`src/rtl/irq_pkg.sv`:
```
// Shared definitions for the interrupt controller: FSM state encoding,
// configuration register map and STAT register layout.
package irq_pkg;

    typedef enum logic [1:0] {
        ST_IDLE = 2'd0,
        ST_REQ  = 2'd1,
        ST_SERV = 2'd2
    } irq_state_e;

    localparam logic [1:0] ADDR_MASK  = 2'd0;
    localparam logic [1:0] ADDR_PEND  = 2'd1;
    localparam logic [1:0] ADDR_VBASE = 2'd2;
    localparam logic [1:0] ADDR_STAT  = 2'd3;

    localparam int unsigned ID_W          = 3;
    localparam int unsigned STAT_BUSY_BIT = 7;
    localparam int unsigned STAT_ID_LSB   = 0;

    function automatic logic [31:0] stat_word(input logic busy, input logic [ID_W-1:0] id);
        logic [31:0] w;
        w                         = '0;
        w[STAT_BUSY_BIT]          = busy;
        w[STAT_ID_LSB +: ID_W]    = id;
        return w;
    endfunction

endpackage

```
`src/rtl/irq_prio_enc.sv`:
```
// Fixed-priority encoder: reports the lowest set request bit (bit 0 wins).
module irq_prio_enc
    import irq_pkg::*;
#(
    parameter int unsigned N = 8
) (
    input  logic [N-1:0]    req_i,
    output logic            valid_o,
    output logic [ID_W-1:0] id_o
);

    logic [N-1:0] shifted;

    always_comb begin
        valid_o = 1'b0;
        id_o    = '0;
        shifted = '0;
        for (int unsigned i = 0; i < N; i++) begin
            shifted = req_i >> i;
            if (shifted[0] && !valid_o) begin
                valid_o = 1'b1;
                id_o    = ID_W'(i);
            end
        end
    end

endmodule

```
`src/rtl/irq_ctl.sv`:
```
// Edge-triggered interrupt controller with mask/pending/vector-base registers.
// Define IRQ_CTL_SYNC_EN to add a 2-flop synchronizer on every source line.
module irq_ctl
    import irq_pkg::*;
#(
    parameter int unsigned N_SRC           = 8,
    parameter logic [31:0] VEC_BASE_RST    = 32'h0000_0050,
    parameter int unsigned VEC_STRIDE_LOG2 = 3
) (
    input  logic             clk,
    input  logic             rst_i,
    input  logic [N_SRC-1:0] irq_src_i,
    input  logic             iack_i,
    output logic             irq_o,
    output logic [31:0]      irq_addr_o,
    input  logic             cfg_we_i,
    input  logic [1:0]       cfg_addr_i,
    input  logic [31:0]      cfg_din_i,
    output logic [31:0]      cfg_dout_o
);

    logic [N_SRC-1:0] src_s;
    logic [N_SRC-1:0] hist_q;
    logic [N_SRC-1:0] rise;
    logic [N_SRC-1:0] mask_q,  mask_d;
    logic [N_SRC-1:0] pend_q,  pend_d;
    logic [N_SRC-1:0] w1c_clr, ack_clr;
    logic [31:2]      vbase_q, vbase_d;
    irq_state_e       state_q;
    logic [ID_W-1:0]  cur_id_q;
    logic             irq_q;
    logic [31:0]      addr_q;
    logic             enc_valid;
    logic [ID_W-1:0]  enc_id;
    logic             wr_mask, wr_pend, wr_vbase, eoi, ack_fire, busy;
    logic             unused_din;

`ifdef IRQ_CTL_SYNC_EN
    logic [N_SRC-1:0] sync1_q, sync2_q;

    always_ff @(posedge clk or posedge rst_i) begin
        if (rst_i) begin
            sync1_q <= '0;
            sync2_q <= '0;
        end else begin
            sync1_q <= irq_src_i;
            sync2_q <= sync1_q;
        end
    end

    assign src_s = sync2_q;
`else
    assign src_s = irq_src_i;
`endif

    assign rise       = src_s & ~hist_q;
    assign unused_din = ^cfg_din_i[1:0];

    assign wr_mask  = cfg_we_i && (cfg_addr_i == ADDR_MASK);
    assign wr_pend  = cfg_we_i && (cfg_addr_i == ADDR_PEND);
    assign wr_vbase = cfg_we_i && (cfg_addr_i == ADDR_VBASE);
    assign eoi      = cfg_we_i && (cfg_addr_i == ADDR_STAT);
    assign ack_fire = (state_q == ST_REQ) && iack_i;
    assign busy     = (state_q != ST_IDLE);

    // Clears are applied before new edges are OR-ed in, so a coincident edge keeps PEND set.
    assign w1c_clr = wr_pend  ? cfg_din_i[N_SRC-1:0] : '0;
    assign ack_clr = ack_fire ? (N_SRC'(1'b1) << cur_id_q) : '0;
    assign pend_d  = (pend_q & ~(w1c_clr | ack_clr)) | rise;
    assign mask_d  = wr_mask  ? cfg_din_i[N_SRC-1:0] : mask_q;
    assign vbase_d = wr_vbase ? cfg_din_i[31:2]      : vbase_q;

    irq_prio_enc #(
        .N (N_SRC)
    ) u_prio (
        .req_i   (pend_q & mask_q),
        .valid_o (enc_valid),
        .id_o    (enc_id)
    );

    always_ff @(posedge clk or posedge rst_i) begin
        if (rst_i) begin
            hist_q  <= '0;
            mask_q  <= '0;
            pend_q  <= '0;
            vbase_q <= VEC_BASE_RST[31:2];
        end else begin
            hist_q  <= src_s;
            mask_q  <= mask_d;
            pend_q  <= pend_d;
            vbase_q <= vbase_d;
        end
    end

    // Handler address is captured at the latch so VBASE/MASK edits cannot disturb a pending request.
    always_ff @(posedge clk or posedge rst_i) begin
        if (rst_i) begin
            state_q  <= ST_IDLE;
            cur_id_q <= '0;
            irq_q    <= 1'b0;
            addr_q   <= {VEC_BASE_RST[31:2], 2'b00};
        end else begin
            case (state_q)
                ST_IDLE: begin
                    if (enc_valid) begin
                        state_q  <= ST_REQ;
                        cur_id_q <= enc_id;
                        irq_q    <= 1'b1;
                        addr_q   <= {vbase_q, 2'b00} + (32'(enc_id) << VEC_STRIDE_LOG2);
                    end
                end
                ST_REQ: begin
                    if (iack_i) begin
                        state_q <= ST_SERV;
                        irq_q   <= 1'b0;
                    end
                end
                ST_SERV: begin
                    if (eoi) begin
                        state_q  <= ST_IDLE;
                        cur_id_q <= '0;
                        addr_q   <= {vbase_q, 2'b00};
                    end
                end
                default: begin
                    state_q <= ST_IDLE;
                    irq_q   <= 1'b0;
                end
            endcase
        end
    end

    assign irq_o      = irq_q;
    assign irq_addr_o = addr_q;

    always_comb begin
        cfg_dout_o = '0;
        case (cfg_addr_i)
            ADDR_MASK:  cfg_dout_o = 32'(mask_q);
            ADDR_PEND:  cfg_dout_o = 32'(pend_q);
            ADDR_VBASE: cfg_dout_o = {vbase_q, 2'b00};
            ADDR_STAT:  cfg_dout_o = stat_word(busy, cur_id_q);
            default:    cfg_dout_o = '0;
        endcase
    end

endmodule

```
`config.mk`:
```
export PLATFORM = sky130hd
export DESIGN_NAME = irq_ctl
export DESIGN_NICKNAME = d
export VERILOG_FILES = /design/src/rtl/irq_pkg.sv /design/src/rtl/irq_prio_enc.sv /design/src/rtl/irq_ctl.sv
export SDC_FILE = /design/constraint.sdc
export NUM_CORES = 1
export LEC_CHECK = 0
export ABC_AREA = 1
export BUFFER_PORTS_ARGS = -buffer_cell sky130_fd_sc_hd__buf_2
export CAP_MARGIN = 10
export CELL_PAD_IN_SITES_DETAIL_PLACEMENT = 2
export CELL_PAD_IN_SITES_GLOBAL_PLACEMENT = 2
export CORE_UTILIZATION = 32
export CTS_CLUSTER_SIZE = 25
export DETAILED_ROUTE_END_ITERATION = 8
export HOLD_SLACK_MARGIN = 0.08
export PLACE_DENSITY_LB_ADDON = 0.15
export REMOVE_ABC_BUFFERS = 1
export SLEW_MARGIN = 20
export SYNTH_ARGS = -nofsm -noshare
export SYNTH_HDL_FRONTEND = slang
export SYNTH_HIERARCHICAL = 1
export SYNTH_SLANG_ARGS = --single-unit
```
`constraint.sdc`:
```
create_clock -name clk -period 6 [get_ports clk]
set_clock_uncertainty 0.1 [all_clocks]
set_input_delay 0.9 -clock clk [delete_from_list [all_inputs] [get_ports clk]]
set_output_delay 0.9 -clock clk [all_outputs]
set_load 0.01 [all_outputs]
```
# Word-level counts from Yosys, hierarchy flattened
# Index checks and enable logic that the tools add are counted.
# W data, S select, Z words.
[totals]
regBits = 92
inputBits = 46
word_cells = 83
[classes]
add_sub_neg = 1
n_eq_ne = 8
shift = 1
muxes = 31
bitwise_logic = 8
reduce_logical = 26
[op_table]
columns = ["op", "n"]
rows = [
  ["$pmux W32 S4", 1],
  ["$mux W32", 2],
  ["$pmux W32 S2", 1],
  ["$add A32 B6 Y32", 1],
  ["$and A8 B8 Y8", 3],
  ["$mux W3", 8],
  ["$mux W8", 2],
  ["$not A8 Y8", 2],
  ["$or A8 B8 Y8", 2],
  ["$logic_and A1 B1 Y1", 12],
  ["$mux W1", 11],
  ["$reduce_and A3 Y1", 3],
  ["$shl A1 B3 Y8 const A", 1],
  ["$logic_not A1 Y1", 7],
  ["$eq A2 B2 Y1 const B", 3],
  ["$mux W2", 3],
  ["$ne A2 B2 Y1 const B", 3],
  ["$pmux W2 S3", 1],
  ["$pmux W3 S2", 1],
  ["$eq A2 B1 Y1 const B", 2],
  ["$logic_not A2 Y1", 2],
  ["$reduce_bool A2 Y1", 2],
  ["$pmux W1 S3", 1],
  ["$not A1 Y1", 1],
]

# Logic depth before layout (Yosys ltp)
# Gate-level depths: netlist of run 1.
[logic_depth]
word_depth = 26
ltp_mapped = 19
ltp_nobuf = 19

# Cells and area by module
# The synthesis of run 1 kept the hierarchy.
[modules_own_cells]
columns = ["mod", "n_inst", "cells_per_inst", "area_per_inst_um2", "seq_area_each_um2"]
rows = [
  ["irq_ctl", 1, 629, 4664.5, 2257.2],
  ["irq_prio_enc", 1, 22, 108.9, 0.0],
]

# Worst setup path after synthesis of run 1
# OpenSTA, ideal clock, no wires.
[synth_timing]
path_kind = "input to output"
startpoint = "input cfg_addr_i[1]"
endpoint = "output cfg_dout_o[10]"
t_arrival_ns = 1.568
required_time_ns = 5.000
setup_slack_ns = 3.432
stages = 5
path_cell_list = "inv_1 -> nor2_2 -> inv_2 -> clkbuf_1 -> nor2_1"
[synth_between]
elab_chain_len = 2
word_cells_on_any_way = 5
[synth_lines]
columns = ["element", "line", "rtl"]
rows = [
  ["start, declared", "irq_ctl.sv:17", "input logic [1:0] cfg_addr_i,"],
  ["$eq A2 B2 Y1 (tied with other cells)", "irq_ctl.sv:138", "case (cfg_addr_i)"],
  ["$pmux W32 S4 *", "irq_ctl.sv:138", ""],
  ["end, declared", "irq_ctl.sv:19", "output logic [31:0] cfg_dout_o"],
]
# Mark *: on every way between the ends. The rest lies on a longest branch, timed or not.

# Worst setup path after layout of run 1
[layout_timing]
startpoint = "input cfg_addr_i[1]"
endpoint = "output cfg_dout_o[5]"
# Same word-level chain as after synthesis.

==> results of run 1 <==
-- flip-flops by register name (all words and copies together) (netlist names) --
register    count
irq_addr_o     30
vbase_q        30
hist_q          8
mask_q          8
pend_q          8
cur_id_q        3
state_q         2
irq_o           1
-- report_power, final --
group          leakage, nW  total, mW  internal, mW  switching, mW
Combinational         1.92      0.901         0.299          0.601
Sequential            1.02      0.947         0.793          0.155
Clock                0.169      0.685         0.431          0.254
-- cell families (layout without fill, tap and decap cells) --
logic type / after synthesis / count (layout) / synth area share
buffers and inverters: 104 / 212 / 0.0868
xor gates and xnor gates: 5 / 5 / 0.00917
other: 1 / 2 / 0.000786
AOI/OAI and AO/OA: 77 / 77 / 0.0899
muxes: 2 / 2 / 0.00472
adders and majority gates: 4 / 4 / 0.0121
and+or+nand+nor: 368 / 368 / 0.324
DFF: 90 / 90 / 0.473
-- layer usage --
| layer | share of wire | vias to the layer above | global-route usage |
|---|---|---|---|
| met5 | 0 | - | 0 |
| li1 | - | 2257 | - |
| met3 | 0.035 | 13 | 0.0462 |
| met1 | 0.44 | 2387 | 0.292 |
| met4 | 0.012 | 0 | 0.0565 |
| met2 | 0.51 | 102 | 0.431 |
-- area by class of cell --
type,instances,area [um^2],area share
clock buffer,12,256,0.0440
clock inverter,4,97.6,0.0167
inverter,87,328,0.0562
multi-input combinational,458,2120,0.363
sequential,90,2260,0.387
tap,184,230,0.0395
timing repair buffer,109,548,0.0939
-- synth_stat cells, types with 6 or more instances --
cell type | instances | share of area
buf_2 | 7 | 0.0073
clkbuf_1 | 6 | 0.0047
a21oi_1 | 28 | 0.029
nand2_1 | 200 | 0.16
dfrtp_1 | 86 | 0.45
nand3_1 | 49 | 0.051
inv_1 | 83 | 0.065
nor4_1 | 8 | 0.010
o21ai_0 | 24 | 0.025
nor2_2 | 9 | 0.012
nor2_1 | 89 | 0.070
o22ai_1 | 9 | 0.012
-- how the worst min path moves through the flow --
stage	from	endpoint	slack (ns)	depth (start not counted)
finish	hist_q[1]	pend_q[1]	0.33	1
global route	hist_q[5]	pend_q[5]	0.35	1
CTS	hist_q[1]	pend_q[1]	0.33	1
detailed placement	hist_q[3]	pend_q[3]	0.32	1
global placement	hist_q[1]	pend_q[1]	0.31	1
floorplan	hist_q[0]	pend_q[0]	0.31	1
-- critical path, cell delays in order --
cell and delay (ns):
buf_2 0.15, inv_1 0.07, nor2_2 0.31, inv_2 0.35
o211ai_1 0.32, buf_2 0.18
==> qor.txt, run 1 <==
Status = finished, final reports clean
RSZ-0062 raised after global routing = false
TritonCTS clock tree = done
R2r worst-path depth = 19
Layout cells sized above 1 = 0.205
Starting Density = 0.328
Placed Instances = 928
Most common cell after layout, fill and taps aside = nand2_1
YS warnings = 6
Crit path from = cfg_addr_i[1]
FF-to-FF Start = pend_q[3]
Clock slew at reported path FFs = 0.06 ns
Maximum VDD drop = 0.197 mV
Critical Path Source Type = input port
Post-CTS sizing = 0
Tmin final = 3.28 ns
CTS Root Buffer Type = clkbuf_16
Power Dens Cells = 434 nW/um^2
Final Max Slew Viols = 0
Hold Crit Class = reg -> reg
Smallest hold slack = 0.333 ns
Clock sinks = 90
Max Cap Viol = 0
CTS Hold Buffers Added = 0
Fill cell count = 1,754
Placed Area = 5480 um^2
Final Worst Setup Slack = 2.72 ns
Ports = 111
Average size of a mapped cell = 7.33 um^2
Library cells used by synthesis = 35
Core Box Area = 14,500 um^2
Initial antenna violation count = 0
Clock Path Buffers = 2
Final RePlAce weighted congestion = 0.891
Crit path max fanout = 26
Gr ovfl total = 0
Clock insertion delay at the later pin of the skew report = 0.35 ns
Reg2reg end = irq_addr_o[23]
Synthesized area = 4770 um^2
Fin nets = 805
Iter 0 DRT Violations = 145
Most frequent cells in the layout = nand2_1 (199), buf_2 (108), nor2_1 (89), dfrtp_1 (86), inv_1 (82)
First-pass GRT wire length = 27,500 um
Critical path class = in -> out
Slew at the pin closest to its max-slew limit = 0.866 ns
Setup_tns = 0 ns
Post-synth EDFFs = 0
Final wirelength = 17,000 um
Site Rows = 44
Crit path DAT = 2.28 ns
ANT cells = 0
Crit share post-route = 0.546
Core Util, Final = 0.402
CTS H-tree lvls = 3
Top_reg_cell synth = dfrtp_1
Detail-routed via count per cell = 5.04
Total CTS buffers = 9
Final hold viol count = 0
Final setup fails = 0
Post-route insts no fill = 944
GRT Util Overall = 0.239
Postcts setup bufs = 0
Total number of vias = 4,759
Worst setup path endpoint = cfg_dout_o[5]
Leakage power = 3.11 nW
CP Capture Type = output pin
Die height = 124 um
Dpl hpwl = 12,600 um
Ys async rst share = 1.00
CP required = 5.00 ns
WL/cell = 18.0 um
Die W = 124 um
Tot Pwr = 2.53 mW
IO Port Bufs = 108
R2r setup slk = 2.85 ns
Max Clock Freq = 0.305 GHz
Largest net degree at the start of global routing = 61
Pre-CTS setup slack = 2.69 ns
Yosys reg bits = 90
Seq/Total Area, Yosys = 0.473
DRC errors left = 0
Rel. slew slack = 0.422
Die area = 15,400 um^2
DRT antenna net count = 0
Post-Synthesis Cells = 651
Layout area overhead = 22.3%
Vias in the first global route = 5,292
DRT Pass-1 Iters = 6
Final Cell Area = 5840 um^2
(Power assumes the default switching activity.)
==> run 2: changes to the inputs <==
--- a/config.mk
+++ b/config.mk
@@ -10,7 +10,7 @@
 export CAP_MARGIN = 10
 export CELL_PAD_IN_SITES_DETAIL_PLACEMENT = 2
 export CELL_PAD_IN_SITES_GLOBAL_PLACEMENT = 2
-export CORE_UTILIZATION = 32
+export CORE_UTILIZATION = 27
 export CTS_CLUSTER_SIZE = 25
 export DETAILED_ROUTE_END_ITERATION = 8
 export HOLD_SLACK_MARGIN = 0.08
==> constraint.sdc (replaced) <==
create_clock -name clk -period 2.9 [get_ports clk]
set_clock_uncertainty 0.1 [all_clocks]
set_input_delay 0.435 -clock clk [delete_from_list [all_inputs] [get_ports clk]]
set_output_delay 0.435 -clock clk [all_outputs]
set_load 0.01 [all_outputs]
==> qor.txt, run 2 (same netlist as run 1, synthesis figures left out) <==
Flop pwr share = 0.370 (-0.004)
Pint = 3.12 mW (+100%)
Core Box Area = 17,300 um^2 (+19%)
Maximum VDD drop = 0.354 mV (+80%)
Gr ovfl total = 0 (unchanged)
Placed Instances = 977 (+5.3%)
P_sw = 2.12 mW (+110%)
Total CTS buffers = 9 (unchanged)
CP Capture Type = flip-flop
R2r worst-path depth = 19 (unchanged)
DRT Pass-1 Iters = 4 (-2)
Max Cap Viol = 0 (unchanged)
Combinational Power Share = 0.378 (+0.022)
Vias in the first global route = 5,306 (+0.26%)
Most frequent cells in the layout = nand2_1 (195), buf_2 (108), nor2_1 (87), dfrtp_1 (86), inv_1 (77)
Final hold viol count = 0 (unchanged)
Rel. slew slack = 0.532 (+0.110)
Max Clock Freq = 0.366 GHz
Crit share post-route = 0.941
Worst setup path endpoint = irq_addr_o[27]
Fin nets = 824 (+2.4%)
Final RePlAce weighted congestion = 0.797 (-10%)
RSZ-0062 raised after global routing = true
Starting Density = 0.276 (-0.0525)
Clk network pwr share = 0.253 (-0.017)
Critical Path Source Type = flip-flop
WL/cell = 16.8 um (-6.8%)
Iter 0 DRT Violations = 123 (-15%)
IO Port Bufs = 108 (unchanged)
Die W = 135 um (+8.7%)
TritonCTS clock tree = done
Total number of vias = 4,771 (+0.25%)
First-pass GRT wire length = 27,300 um (-0.75%)
Site Rows = 48 (+9.1%)
Leakage power = 3.19 nW (+2.5%)
Final setup fails = 0 (unchanged)
Crit path DAT = 2.93 ns (+0.65 ns)
Final wirelength = 16,900 um (-0.87%)
Critical path class = reg -> reg
Die area = 18,200 um^2 (+18%)
Final Max Slew Viols = 0 (unchanged)
Tmin final = 2.73 ns
Status = finished, final reports clean
Crit path max fanout = 8 (-69%)
DRT antenna net count = 0 (unchanged)
R2r setup slk = 0.17 ns (-2.68 ns)
DRC errors left = 0 (unchanged)
CP required = 3.10 ns (-1.90 ns)
Placed Area = 5610 um^2 (+2.4%)
Layout area overhead = 27.1%
Clock insertion delay at the later pin of the skew report = 0.36 ns (about the same)
Power Dens Cells = 864 nW/um^2 (+99%)
Clock slew at reported path FFs = 0.07 ns (about the same)
Reg2reg end = irq_addr_o[27]
Post-route insts no fill = 1,004 (+6.4%)
Hold Crit Class = in -> reg
CTS Root Buffer Type = clkbuf_16
Initial antenna violation count = 0 (unchanged)
Slew at the pin closest to its max-slew limit = 0.702 ns (-0.165 ns)
Dpl hpwl = 12,700 um (+1.1%)
Ports = 111 (unchanged)
Detail-routed via count per cell = 4.75 (-5.7%)
GRT Util Overall = 0.196 (-0.0437)
Most common cell after layout, fill and taps aside = nand2_1
Clock Path Buffers = 2 (unchanged)
Clock sinks = 90 (unchanged)
ANT cells = 0 (unchanged)
Fill cell count = 2,079 (+19%)
Largest net degree at the start of global routing = 46 (-25%)
Die height = 135 um (+8.7%)
Final Cell Area = 6070 um^2 (+4.0%)
Switch share = 0.404 (+0.00555)
CTS H-tree lvls = 3 (unchanged)
Crit path from = mask_q[2]
FF-to-FF Start = mask_q[2]
Layout cells sized above 1 = 0.241 (+0.0361)
## run 2: changes by cell type in the layout (fill, tap and decap cells not counted), sizes merged
| cell | previous run | this run |
|---|---|---|
| dlygate4sd3 | 0 | 1 |
| buf | 109 | 127 |
| clkbuf | 12 | 10 |
| clkinv | 1 | 4 |
| bufinv | 3 | 2 |
## run 2: power by group through the flow
stage,logic [mW],registers (mW),clock network [mW]
2_1_floorplan,1.07,1.97,0
3_3_place_gp,1.87,1.95,0
3_5_place_dp,1.93,1.97,0
4_1_cts,1.95,1.95,1.36
5_1_grt,2.24,1.98,1.40
6_report,1.98,1.94,1.32
## run 2: repair_timing
item | in CTS | in global routing
hold buffers | 1 | 0
setup buffers | 0 | 10
gates resized for setup | 4 | 14
endpoints found under the setup margin | 9 | 11
pin swaps | 1 | 11
endpoints found under the hold margin | 9 | 0
## run 2: routing by layer
metal	up-vias	wire (um)	track usage
met5	-	0	0
met4	0	150	0.0375
met3	10	594	0.0435
li1	2298	-	-
met1	2382	7020	0.226
met2	81	9120	0.368
## run 2: cell type report
type                            instances  area, um^2  area share
Sequential cell                        90        2260       0.372
Multi-Input combinational cell        458        2150       0.355
Inverter                               87         328      0.0540
Tap cell                              225         282      0.0464
Clock buffer                           10         239      0.0394
Clock inverter                          6        90.1      0.0148
Timing Repair Buffer                  128         718       0.118
## run 2: worst min path at each step
stage | depth (start not counted) | slack, ns | endpoint | from
finish | 1 | 0.1 | hist_q[1] | irq_src_i[1]
global route | 1 | 0.08 | hist_q[3] | irq_src_i[3]
CTS | 1 | 0.09 | hist_q[3] | irq_src_i[3]
detailed placement | 2 | 0.27 | vbase_q[12] | rst_i
global placement | 2 | 0.27 | irq_addr_o[10] | rst_i
floorplan | 1 | 0.31 | pend_q[0] | hist_q[0]
## run 2: metrics by stage
step | power, mW | worst slack, ns | util | setup TNS, ns | hold WS [ns]
global placement | 3.82 | 0.126 | 0.324 | 0 | 0.266
floorplan | 3.04 | 0.0364 | - | 0 | 0.310
finish | 5.24 | 0.170 | 0.351 | 0 | 0.0975
global route | 5.62 | -0.0527 | 0.351 | -0.0859 | 0.0827
CTS | 5.26 | 0.00796 | 0.345 | 0 | 0.0877
detailed placement | 3.90 | -0.117 | 0.324 | -0.428 | 0.267
## run 2: critical path: stages, from the launching register on
cell and delay [ns]:
dfrtp_1 0.41, nand2_2 0.08, inv_2 0.05, nor2_4 0.12, nand2_2 0.07, nor2_2 0.09
nand4_1 0.10, nand2_1 0.12, ha_2 0.20, inv_1 0.06, fa_2 0.38, inv_2 0.06
nand3_2 0.07, nand2_2 0.10, nand2_4 0.08, nor2_4 0.22, nand2_1 0.11, nand2_1 0.08
nand3_1 0.06, nand2_1 0.09
